**config.mk**
```make
export PLATFORM = sky130hd
export DESIGN_NAME = debug_tx
export DESIGN_NICKNAME = d
export VERILOG_FILES = /design/src/rtl/debug_pkg.sv /design/src/rtl/baud_gen.sv /design/src/rtl/debug_tx.sv
export SDC_FILE = /design/constraint.sdc
export NUM_CORES = 1
export LEC_CHECK = 0
export CORE_ASPECT_RATIO = 0.5
export CORE_MARGIN = 3
export CORE_UTILIZATION = 54
export DETAILED_ROUTE_END_ITERATION = 12
export PLACE_DENSITY_LB_ADDON = 0.1
export RECOVER_POWER = 50
export SYNTH_ARGS = -nofsm -noshare
export SYNTH_HDL_FRONTEND = slang
export SYNTH_HIERARCHICAL = 1
export SYNTH_SLANG_ARGS = --single-unit
```
**constraint.sdc**
```tcl
create_clock -name clk -period 3.8 [get_ports clk]
set_clock_uncertainty 0.15 [all_clocks]
set_input_delay 0.57 -clock clk [delete_from_list [all_inputs] [get_ports clk]]
set_output_delay 0.57 -clock clk [all_outputs]
set_load 0.02 [all_outputs]
```
**src/rtl/debug_pkg.sv**
```systemverilog
// debug_pkg: state encoding and timing defaults shared by the debug UART transmit and receive sides.
package debug_pkg;
  typedef enum logic [1:0] {IDLE, START, DATA, STOP} state_t;
  localparam int CLKS_PER_BIT_DEFAULT = 434;
  localparam int BITS_PER_BYTE = 8;
endpackage

```
**src/rtl/baud_gen.sv**
```systemverilog
// baud_gen: bit-time counter that emits a one-cycle bit_done pulse every CLKS_PER_BIT cycles.
module baud_gen import debug_pkg::*; #(
  parameter int CLKS_PER_BIT = CLKS_PER_BIT_DEFAULT
) (
  input  logic clk,
  input  logic reset,
  input  logic clear,
  output logic bit_done
);
  localparam int CW = CLKS_PER_BIT > 1 ? $clog2(CLKS_PER_BIT) : 1;
  localparam logic [CW-1:0] LAST = CW'(CLKS_PER_BIT - 1);
  logic [CW-1:0] cnt_q, cnt_d;
  always_comb begin
    bit_done = !clear && cnt_q == LAST;
    cnt_d = (clear || cnt_q == LAST) ? '0 : cnt_q + CW'(1);
  end
  always_ff @(posedge clk or posedge reset)
    if (reset) cnt_q <= '0;
    else cnt_q <= cnt_d;
endmodule

```
**src/rtl/debug_tx.sv**
```systemverilog
// debug_tx: sends a 32-bit debug word over a UART line as NUM_BYTES 8N1 bytes, most significant byte first.
module debug_tx import debug_pkg::*; #(
  parameter int CLKS_PER_BIT = CLKS_PER_BIT_DEFAULT,
  parameter int NUM_BYTES = 4
) (
  input  logic        clk,
  input  logic        reset,
  input  logic [31:0] word_data,
  input  logic        word_valid,
  output logic        word_ready,
  output logic        tx,
  output logic        busy
);
  localparam int BW = NUM_BYTES > 1 ? $clog2(NUM_BYTES) : 1;
  localparam int IW = $clog2(BITS_PER_BYTE);
  localparam logic [BW-1:0] LAST_BYTE = BW'(NUM_BYTES - 1);
  localparam logic [IW-1:0] LAST_BIT = IW'(BITS_PER_BYTE - 1);
  state_t state_q, state_d;
  logic [31:0] word_q, word_d;
  logic [IW-1:0] bit_q, bit_d;
  logic [BW-1:0] byte_q, byte_d;
  logic [7:0] cur_byte;
  logic accept, bit_done;
  baud_gen #(.CLKS_PER_BIT(CLKS_PER_BIT)) u_baud (
    .clk(clk),
    .reset(reset),
    .clear(accept),
    .bit_done(bit_done)
  );
  always_comb begin
    word_ready = state_q == IDLE;
    busy = !word_ready;
    accept = word_ready && word_valid;
    cur_byte = word_q[31:24];
    tx = state_q == START ? 1'b0 : state_q == DATA ? cur_byte[bit_q] : 1'b1;
  end
  always_comb begin
    state_d = state_q;
    word_d = word_q;
    bit_d = bit_q;
    byte_d = byte_q;
    case (state_q)
      IDLE: if (accept) begin
        state_d = START;
        word_d = word_data;
        bit_d = '0;
        byte_d = '0;
      end
      START: if (bit_done) state_d = DATA;
      DATA: if (bit_done) begin
        state_d = bit_q == LAST_BIT ? STOP : DATA;
        bit_d = bit_q == LAST_BIT ? '0 : bit_q + IW'(1);
      end
      default: if (bit_done) begin
        // the next byte moves into the top lane so tx always reads word_q[31:24]
        state_d = byte_q == LAST_BYTE ? IDLE : START;
        byte_d = byte_q == LAST_BYTE ? '0 : byte_q + BW'(1);
        word_d = word_q << 8;
      end
    endcase
  end
  always_ff @(posedge clk or posedge reset)
    if (reset) begin
      state_q <= IDLE;
      word_q <= '0;
      bit_q <= '0;
      byte_q <= '0;
    end else begin
      state_q <= state_d;
      word_q <= word_d;
      bit_q <= bit_d;
      byte_q <= byte_d;
    end
endmodule

```
Yosys cells after proc, flatten, opt, wreduce, memory -nomap -nowiden
Cells that the tools add are included.
- reduce and logical (&&, ||, !) cells: 12
- equality and inequality tests: 8
- order comparisons: 1
- bitwise operators: 1
- $add $sub $neg: 3
- multiplexer cells: 23
- operators with widths (operator ; number):
    two-way mux 32 bit ; 2
    one-hot mux 32 bit (2 select lines) ; 1
    two-way mux 2 bit ; 7
    adder 9 x 1 -> 9 bit, second input constant ; 1
    equality test 9 bit, second input constant ; 1
    two-way mux 3 bit ; 3
    two-way mux 9 bit ; 1
    one-hot mux 2 bit (3 select lines) ; 1
    one-hot mux 3 bit (2 select lines) ; 1
    AND reduction 3 bit ; 2
    two-way mux 1 bit ; 5
    equality test 2 bit, second input constant ; 2
    < comparator 3 x 4 -> 1 bit, second input constant ; 1
    inequality test 2 bit, second input constant ; 2
    one-hot mux 2 bit (2 select lines) ; 1
    AND reduction 4 bit ; 1
    nonzero test 2 bit ; 2
    adder 3 x 1 -> 3 bit, second input constant ; 1
    binary-select mux 1 bit (select 3 bit) ; 1
    equality test 3 bit, second input constant ; 1
    adder 2 x 1 -> 2 bit, second input constant ; 1
    equality test 2 x 1 -> 1 bit, second input constant ; 1
    logical AND 1 bit ; 2
    zero test 1 bit ; 2
    5 further kinds ; 5
- input port bits: 35
- word-level logic and storage cells: 53
- register bits after elaboration: 48
- output and inout bits: 3

Longest topological paths before layout
Gate-level depths: netlist of the first run.
- depth in word-level cells: 6
- mapped depth: 12
- gate-level depth less buffers: 7

Hierarchy
Netlist of the first run, hierarchy kept.
- modules (own cells, without submodules) (module ; area an instance (um2) ; instances ; sequential area each (um2) ; cells each):
    debug_tx ; 2105.8 ; 1 ; 975.9 ; 176
    baud_gen ; 490.5 ; 1 ; 225.2 ; 49

Worst setup path after synthesis of the first run
Ideal clock, no wire load.
- kind: register to register
- start: register state_q[0]
- end: register word_q[10]
- clock period less this slack: 3.328 ns
- stages on the path, launching flop included: 13
- path buffers: 5
- setup slack: 0.472 ns
- arrival: 3.053 ns
- setup time: 0.125 ns
- data required time: 3.525 ns
- cell sequence: dfrtp_1 -> inv_1 -> ha_1 -> buf_6 -> buf_2 -> buf_2 -> and2_1 -> nor4_1 -> mux2i_1 -> nor2_1 -> buf_6 -> buf_6 -> mux2_4
- cells in the longest elaborated chain, start to end: 6
- elaborated cells on any way between the ends: 12
- classes of those cells: 3 x eq/ne; 1 x mux; 1 x bitwise; 7 x reduce/logical
- RTL lines (element ; RTL line ; RTL):
    from (decl) ; debug_tx.sv:18 ; state_t state_q, state_d;
    from (signal assigned) ; debug_tx.sv:69 ; state_q <= state_d;
    zero test 2 bit ; debug_tx.sv:31 ; word_ready = state_q == IDLE;
    named net word_ready ; debug_tx.sv:10 ; output logic word_ready,
    logical AND 1 bit ; debug_tx.sv:33 ; accept = word_ready && word_valid;
    named net accept ; debug_tx.sv:23 ; logic accept, bit_done;
    zero test 1 bit ; baud_gen.sv:14 ; bit_done = !clear && cnt_q == LAST;
    logical AND 1 bit ; baud_gen.sv:14 ;
    named net bit_done ; debug_tx.sv:23 ;
    nonzero test 2 bit (no line) ; -- ;
    AND reduction 3 bit (no line) ; -- ;
    to (signal assigned) ; debug_tx.sv:70 ; word_q <= word_d;
    to (decl) ; debug_tx.sv:19 ; logic [31:0] word_q, word_d;
The timed path passes the listed nets, and every way through them passes these cells.
A chain may end at the register's enable or synchronous reset.

Worst setup path in the final report of the first run
- start: input port word_valid
- end: register word_q[14]
- cells in the longest elaborated chain, start to end: 5
- elaborated cells on any way between the ends: 6
- classes of those cells: 1 x eq/ne; 5 x reduce/logical
- RTL lines (element ; RTL line ; RTL):
    from (decl) ; debug_tx.sv:9 ; input logic word_valid,
    logical AND 1 bit ; debug_tx.sv:33 ;
    named net accept ; debug_tx.sv:23 ;
    zero test 1 bit ; baud_gen.sv:14 ;
    logical AND 1 bit ; baud_gen.sv:14 ;
    named net bit_done ; debug_tx.sv:23 ;
    nonzero test 2 bit (no line) ; -- ;
    AND reduction 3 bit (no line) ; -- ;
The timed path passes the listed nets, and every way through them passes these cells.

==> results.py, run 1 <==
metrics = {
    "setup_path": {
        "path_class": "in2reg",
        "crit_start": "word_valid",
        "critical_path_required_ns": 3.84,
        "end_kind": "flip-flop",
        "rrSetupSlack_ns": 1.00,
        "r2r-end": "word_q[14]",
        "arrival_ns": 2.97,
        "critPathLaunchType": "input pin",
        "r2r_cells": 9,
        "reg2reg_from": "state_q[0]",
        "path_max_fanout": 29,
    },
    "final_layout": {
        "regArea_um2": 1201,
        "area_delta_synth_final_pct": 19.08,
        "drive_gt1_frac": 0.2405,
        "layout_common_cells": "48 x dfrtp_1, 41 x mux2_2, 36 x clkdlybuf4s50_1",
        "layout_commonest_cell": "dfrtp_1",
        "diodes": 0,
        "fin_nets": 306,
        "fill_cells": 341,
        "multi_input_area_um2": 1270,
    },
    "clock_network": {
        "clk_pin_slew_ns": 0.09,
        "h-tree-depth": 2,
        "cts-root-buf": "clkbuf_8",
        "hold_buffers": 0,
        "cts_tree": "built",
        "cts_max_path_buffers": 2,
        "insertion_delay_ns": 0.29,
        "postCtsSetupBuffers": 0,
        "cts_made_buffers": 5,
        "cts_resized": 0,
        "cts_sinks": 48,
    },
    "power_and_ir_drop": {
        "p_int_mw": 1.420,
        "total_power_mw": 2.221,
        "ir_drop_v": 0.0004433,
        "p_switching_uw": 801.1,
        "p_clk_frac": 0.131,
        "leakagePower_nw": 1.321,
        "powerDensity_nw_per_um2": 718.5,
        "pwr-share-seq": 0.391,
        "switching_share": 0.3606,
        "combPwrFrac": 0.478,
    },
    "outcome": {
        "violations": "capacitance limit, slew limit",
        "outcome": "finished, violations left",
    },
    "die": {
        "dieArea_um2": 5726,
        "die_h_um": 55.03,
        "core_area_um2": 4509,
        "die_x_um": 104.1,
        "start_util": 0.5757,
        "rows": 17,
        "ios": 38,
    },
    "timing": {
        "worstMarginPinSlew_ns": 2.082,
        "clock.fmax_mhz": 340.8,
        "maxSlewViolCount": 40,
        "fin_setup_tns_ns": 0,
        "rsz0062_at_grt": "false",
        "period_needed_ns": 2.934,
        "setup_viol": 0,
        "relSlewSlack": -0.3879,
        "fin_crit_sh": 0.7722,
        "hold_violations": 0,
    },
    "hold_path": {
        "whs_path_depth": 1,
        "min_to": "word_q[21]",
        "min_from": "word_q[21]",
        "hp-class": "reg2reg",
    },
    "logic_synthesis": {
        "synth_xor_area_frac": 0.01012,
        "synth_area_leaders": "dfrtp_1 46%, mux2_2 18%, ha_1 4.3%",
        "syn_area_um2": 2596,
        "synthArstFlopShare": 1.000,
        "synth-simple-area-share": 0.08867,
        "synth_top_family_by_area": "multiplexers",
        "synth-edff-count": 0,
        "synthCells": 225,
        "synthAdderAreaFrac": 0.04337,
        "synth.largest_area_cell": "dfrtp_1",
        "synth.avg_cell_area_um2": 11.54,
        "ys_seq_elements": 48,
        "synth.area.mux_share": 0.2520,
        "ys_warn_count": 6,
        "synth_cell_types": 40,
        "synth_top_area_frac": 0.4627,
        "ys.flop_type": "dfrtp_1",
        "synth_fp_nets": 269,
        "synth_compound_area_frac": 0.09301,
        "seq_area_frac_synth": 0.4627,
    },
    "global_routing": {
        "overflow": 0,
        "antenna_found_initial": 0,
        "grt_pass1_wl_um": 8404,
        "grt_use_total": 0.1891,
        "grt_pass1_vias": 1699,
        "grt_max_degree": 47,
    },
    "flow_run": {
        "max_cap_violations": 1,
    },
    "detailed_routing": {
        "postRouteAntennaNets": 0,
        "drt-vias-per-instance": 5.402,
        "drtIter0Drc": 49,
        "postRouteWirelength_um": 4934,
        "vias": 1772,
        "drc": 0,
        "wl_per_cell_um": 15.04,
        "drt_first_pass_iters": 4,
    },
    "placed_design": {
        "hpwl_um": 3491,
        "port_buffers": 37,
        "place.gp.congestion": 0.8495,
    },
}
[cell families after synthesis]
kind of cell | Yosys count
and+or+nand+nor | 46
DFF | 48
AOI/OAI and AO/OA | 36
buffers and inverters | 27
muxes | 56
xor gates and xnor gates | 3
adders and majority gates | 9
[synth_stat cells, drive strengths merged, types with 2 or more instances]
library cell / n
inv: 16
nand2b: 2
o31ai: 5
a31oi: 5
nand2: 20
nor2b: 2
buf: 8
o21ai: 15
clkbuf: 3
mux2i: 8
xor2: 2
nand3: 4
nor2: 7
a21oi: 3
or3: 3
nand4: 2
dfrtp: 48
ha: 9
mux2: 47
[cell type report]
class,count,share of cell area
inverter,16,0.01943
multi-input combinational,150,0.4108
clock buffer,5,0.02226
timing repair buffer,41,0.1283
tap,66,0.02671
sequential,48,0.3885
clock inverter,2,0.004047
[sequential cells by signal (all words and copies together) (netlist names)]
| register | count |
|---|---|
| word_q | 32 |
| u_baud/cnt_q | 9 |
| bit_q | 3 |
| byte_q | 2 |
| state_q | 2 |
[how the worst max path moves through the flow]
stage	endpoint	slack (ns)	cells after the start
after floorplan	word_q[10]	0.47	12
after global placement	word_q[21]	0.64	8
after detailed placement	word_q[27]	0.56	8
after CTS	word_q[27]	0.87	8
after global routing	word_q[1]	0.45	3
final	word_q[14]	0.87	8
[metrics by stage]
step                      utilization  instance area, um^2  std cells  setup WS (ns)  hold WS, ns
final                          0.6856                 3092        328         0.8656       0.3597
after global routing           0.6856                 3092        328         0.4501       0.3779
after CTS                      0.6865                 3095        328         0.8655       0.3658
after detailed placement       0.6684                 3014        321         0.5601       0.3451
after global placement         0.6684                 3014        321         0.6360       0.3364
after floorplan                     -                 2596        225         0.4716       0.2479
[power by group through the flow]
stage,sequential (mW),combinational [mW],clock (mW)
2_1_floorplan,0.829,0.881,0
3_3_place_gp,0.867,1.03,0
3_5_place_dp,0.879,1.07,0
4_1_cts,0.869,1.07,0.301
5_1_grt,0.898,1.17,0.325
6_report,0.869,1.06,0.291
[critical path, cell delays in order]
cell             delay, ns
clkdlybuf4s50_1       0.46
and2_1                0.24
nor4_1                0.30
buf_4                 0.19
mux2i_1               0.24
nor2_2                0.17
buf_4                 0.39
mux2_2                0.39
[routing by layer]
layer | wire length [um] | share of wire | GRT usage
met1 | 2351 | 0.48 | 0.2458
met5 | 0 | 0 | 0
met3 | 238 | 0.048 | 0.05678
met4 | 42 | 0.0085 | 0.04857
met2 | 2301 | 0.47 | 0.3194
(Power assumes the default switching activity.)
==> run 2: changes to the inputs <==
==> constraint.sdc (replaced) <==
create_clock -name clk -period 2.8 [get_ports clk]
set_clock_uncertainty 0.15 [all_clocks]
set_input_delay 0.42 -clock clk [delete_from_list [all_inputs] [get_ports clk]]
set_output_delay 0.42 -clock clk [all_outputs]
set_load 0.02 [all_outputs]
==> results.py, run 2 (synthesis gave the netlist of run 1 again) <==
metrics = {
    "outcome": {
        "outcome": "completed",
    },
    "clock_network": {
        "cts_sinks": 48,
        "h-tree-depth": 2,
        "cts_max_path_buffers": 2,
        "hold_buffers": 0,
        "cts-root-buf": "clkbuf_8",
        "cts_made_buffers": 5,
        "clk_pin_slew_ns": 0.09,
        "insertion_delay_ns": 0.30,
        "cts_tree": "built",
    },
    "die": {
        "ios": 38,
        "core_area_um2": 4509,
        "dieArea_um2": 5726,
        "die_h_um": 55.03,
        "die_x_um": 104.1,
        "rows": 17,
        "start_util": 0.5757,
    },
    "final_layout": {
        "diodes": 0,
        "layout_common_cells": "47 x dfrtp_1, 41 x mux2_2, 36 x clkdlybuf4s50_1",
        "reg.largest.list": "word_q x32, u_baud/cnt_q x9, bit_q x3",
        "largest_reg_flops": 32,
        "regMostFlops": "word_q",
        "fin_nets": 307,
        "area_delta_synth_final_pct": 21.73,
        "layout_commonest_cell": "dfrtp_1",
        "drive_gt1_frac": 0.2652,
        "post-route-util": 0.7009,
    },
    "power_and_ir_drop": {
        "total_power_mw": 3.141,
        "ir_drop_v": 0.0005653,
        "leakagePower_nw": 1.336,
        "powerDensity_nw_per_um2": 993.7,
    },
    "timing": {
        "hold_violations": 0,
        "period_needed_ns": 2.630,
        "clock.fmax_mhz": 380.2,
        "setup_viol": 0,
        "maxSlewViolCount": 0,
        "worstMarginPinSlew_ns": 0.9645,
        "relSlewSlack": 0.3570,
        "fin_crit_sh": 0.9393,
        "rsz0062_at_grt": "false",
        "fin_setup_tns_ns": 0,
        "final.setup.worst_slack_ns": 0.1701,
    },
    "setup_path": {
        "critical_path_required_ns": 2.23,
        "rrSetupSlack_ns": 0.38,
        "end_kind": "primary output",
        "r2r-end": "word_q[20]",
        "reg2reg_from": "state_q[1]",
        "path_class": "reg2out",
        "path_max_fanout": 7,
        "r2r_cells": 8,
        "critPathLaunchType": "flip-flop",
        "arrival_ns": 2.06,
    },
    "global_routing": {
        "overflow": 0,
        "grt_use_total": 0.1908,
        "grt_pass1_vias": 1828,
        "grt_max_degree": 40,
        "antenna_found_initial": 0,
        "grt_pass1_wl_um": 8480,
    },
    "detailed_routing": {
        "drc": 0,
        "postRouteWirelength_um": 4848,
        "vias": 1783,
        "drt_first_pass_iters": 4,
        "drtIter0Drc": 61,
        "drt-vias-per-instance": 5.403,
        "postRouteAntennaNets": 0,
        "wl_per_cell_um": 14.69,
    },
    "placed_design": {
        "hpwl_um": 3508,
        "pre_cts_slack_ns": 0.2413,
        "port_buffers": 37,
        "place.gp.congestion": 0.7766,
    },
    "flow_run": {
        "max_cap_violations": 0,
    },
    "hold_path": {
        "hp-class": "reg2reg",
        "min_to": "word_q[19]",
        "min_from": "word_q[19]",
        "whs_path_depth": 1,
    },
}
## run 2: cell count changes in the layout (fill, tap and decap cells not counted), sizes merged
cell      before  now
buf            3    4
clkinvlp       1    2
clkbuf         6    7
clkinv         1    0
## run 2: through the flow
step / instance area (um^2) / hold WS, ns / std cells
floorplan: 2634 / 0.09792 / 225
global placement: 3060 / 0.3333 / 322
detailed placement: 3060 / 0.3408 / 322
CTS: 3158 / 0.2445 / 330
global route: 3161 / 0.3741 / 330
finish: 3161 / 0.3562 / 330
## run 2: how the worst max path moves through the flow
| stage | cells past startpoint | from | to | slack (ns) |
|---|---|---|---|---|
| 4_1_cts | 4 | bit_q[0] | tx | 0.05 |
| 3_3_place_gp | 7 | word_valid | word_q[14] | 0.28 |
| 3_5_place_dp | 7 | word_valid | word_q[20] | 0.24 |
| 6_report | 4 | bit_q[0] | tx | 0.17 |
| 2_1_floorplan | 12 | state_q[1] | word_q[10] | 0.004 |
| 5_1_grt | 4 | bit_q[0] | tx | 0.04 |
## run 2: area by class of cell
type | count | area [um^2]
Clock buffer | 6 | 82.58
Inverter | 16 | 60.06
Clock inverter | 2 | 15.01
Multi-Input combinational cell | 150 | 1296
Timing Repair Buffer | 42 | 421.7
Sequential cell | 48 | 1202
Tap cell | 66 | 82.58
Fill cell | 333 | 1349
## run 2: what timing repair did
action | CTS | global route
buffers inserted | 0 | 0
resized for setup | 0 | 2
endpoints found under the setup margin | 0 | 2
## run 2: power breakdown
group,leakage [nW],total [mW],internal [mW],switching (mW)
Clock,0.0434,0.438,0.200,0.238
Sequential,0.600,1.18,0.983,0.193
Combinational,0.693,1.53,0.834,0.692
## run 2: critical path, stage by stage, from the launching register on
cell and delay, ns:
dfrtp_2 0.47, mux4_2 0.53, a2bb2oi_1 0.14, a21oi_1 0.08, clkdlybuf4s50_1 0.53
## run 2: layer usage
metal	part of all wire	up-vias	wire, um	global-route usage
met2	0.46	35	2241	0.3237
met1	0.48	869	2337	0.2427
met3	0.043	7	209	0.05214
li1	-	872	-	-
met4	0.012	0	59	0.07285
met5	0	-	0	0
==> run 3: changes to the inputs <==
--- a/config.mk
+++ b/config.mk
@@ -9,6 +9,7 @@
 export CORE_MARGIN = 3
 export CORE_UTILIZATION = 54
 export DETAILED_ROUTE_END_ITERATION = 12
+export GPL_ROUTABILITY_DRIVEN = 1
 export PLACE_DENSITY_LB_ADDON = 0.1
 export RECOVER_POWER = 50
 export SYNTH_ARGS = -nofsm -noshare
==> results of run 3 <==
Same layout as run 2: the final DEF is identical, and so are final timing and power.
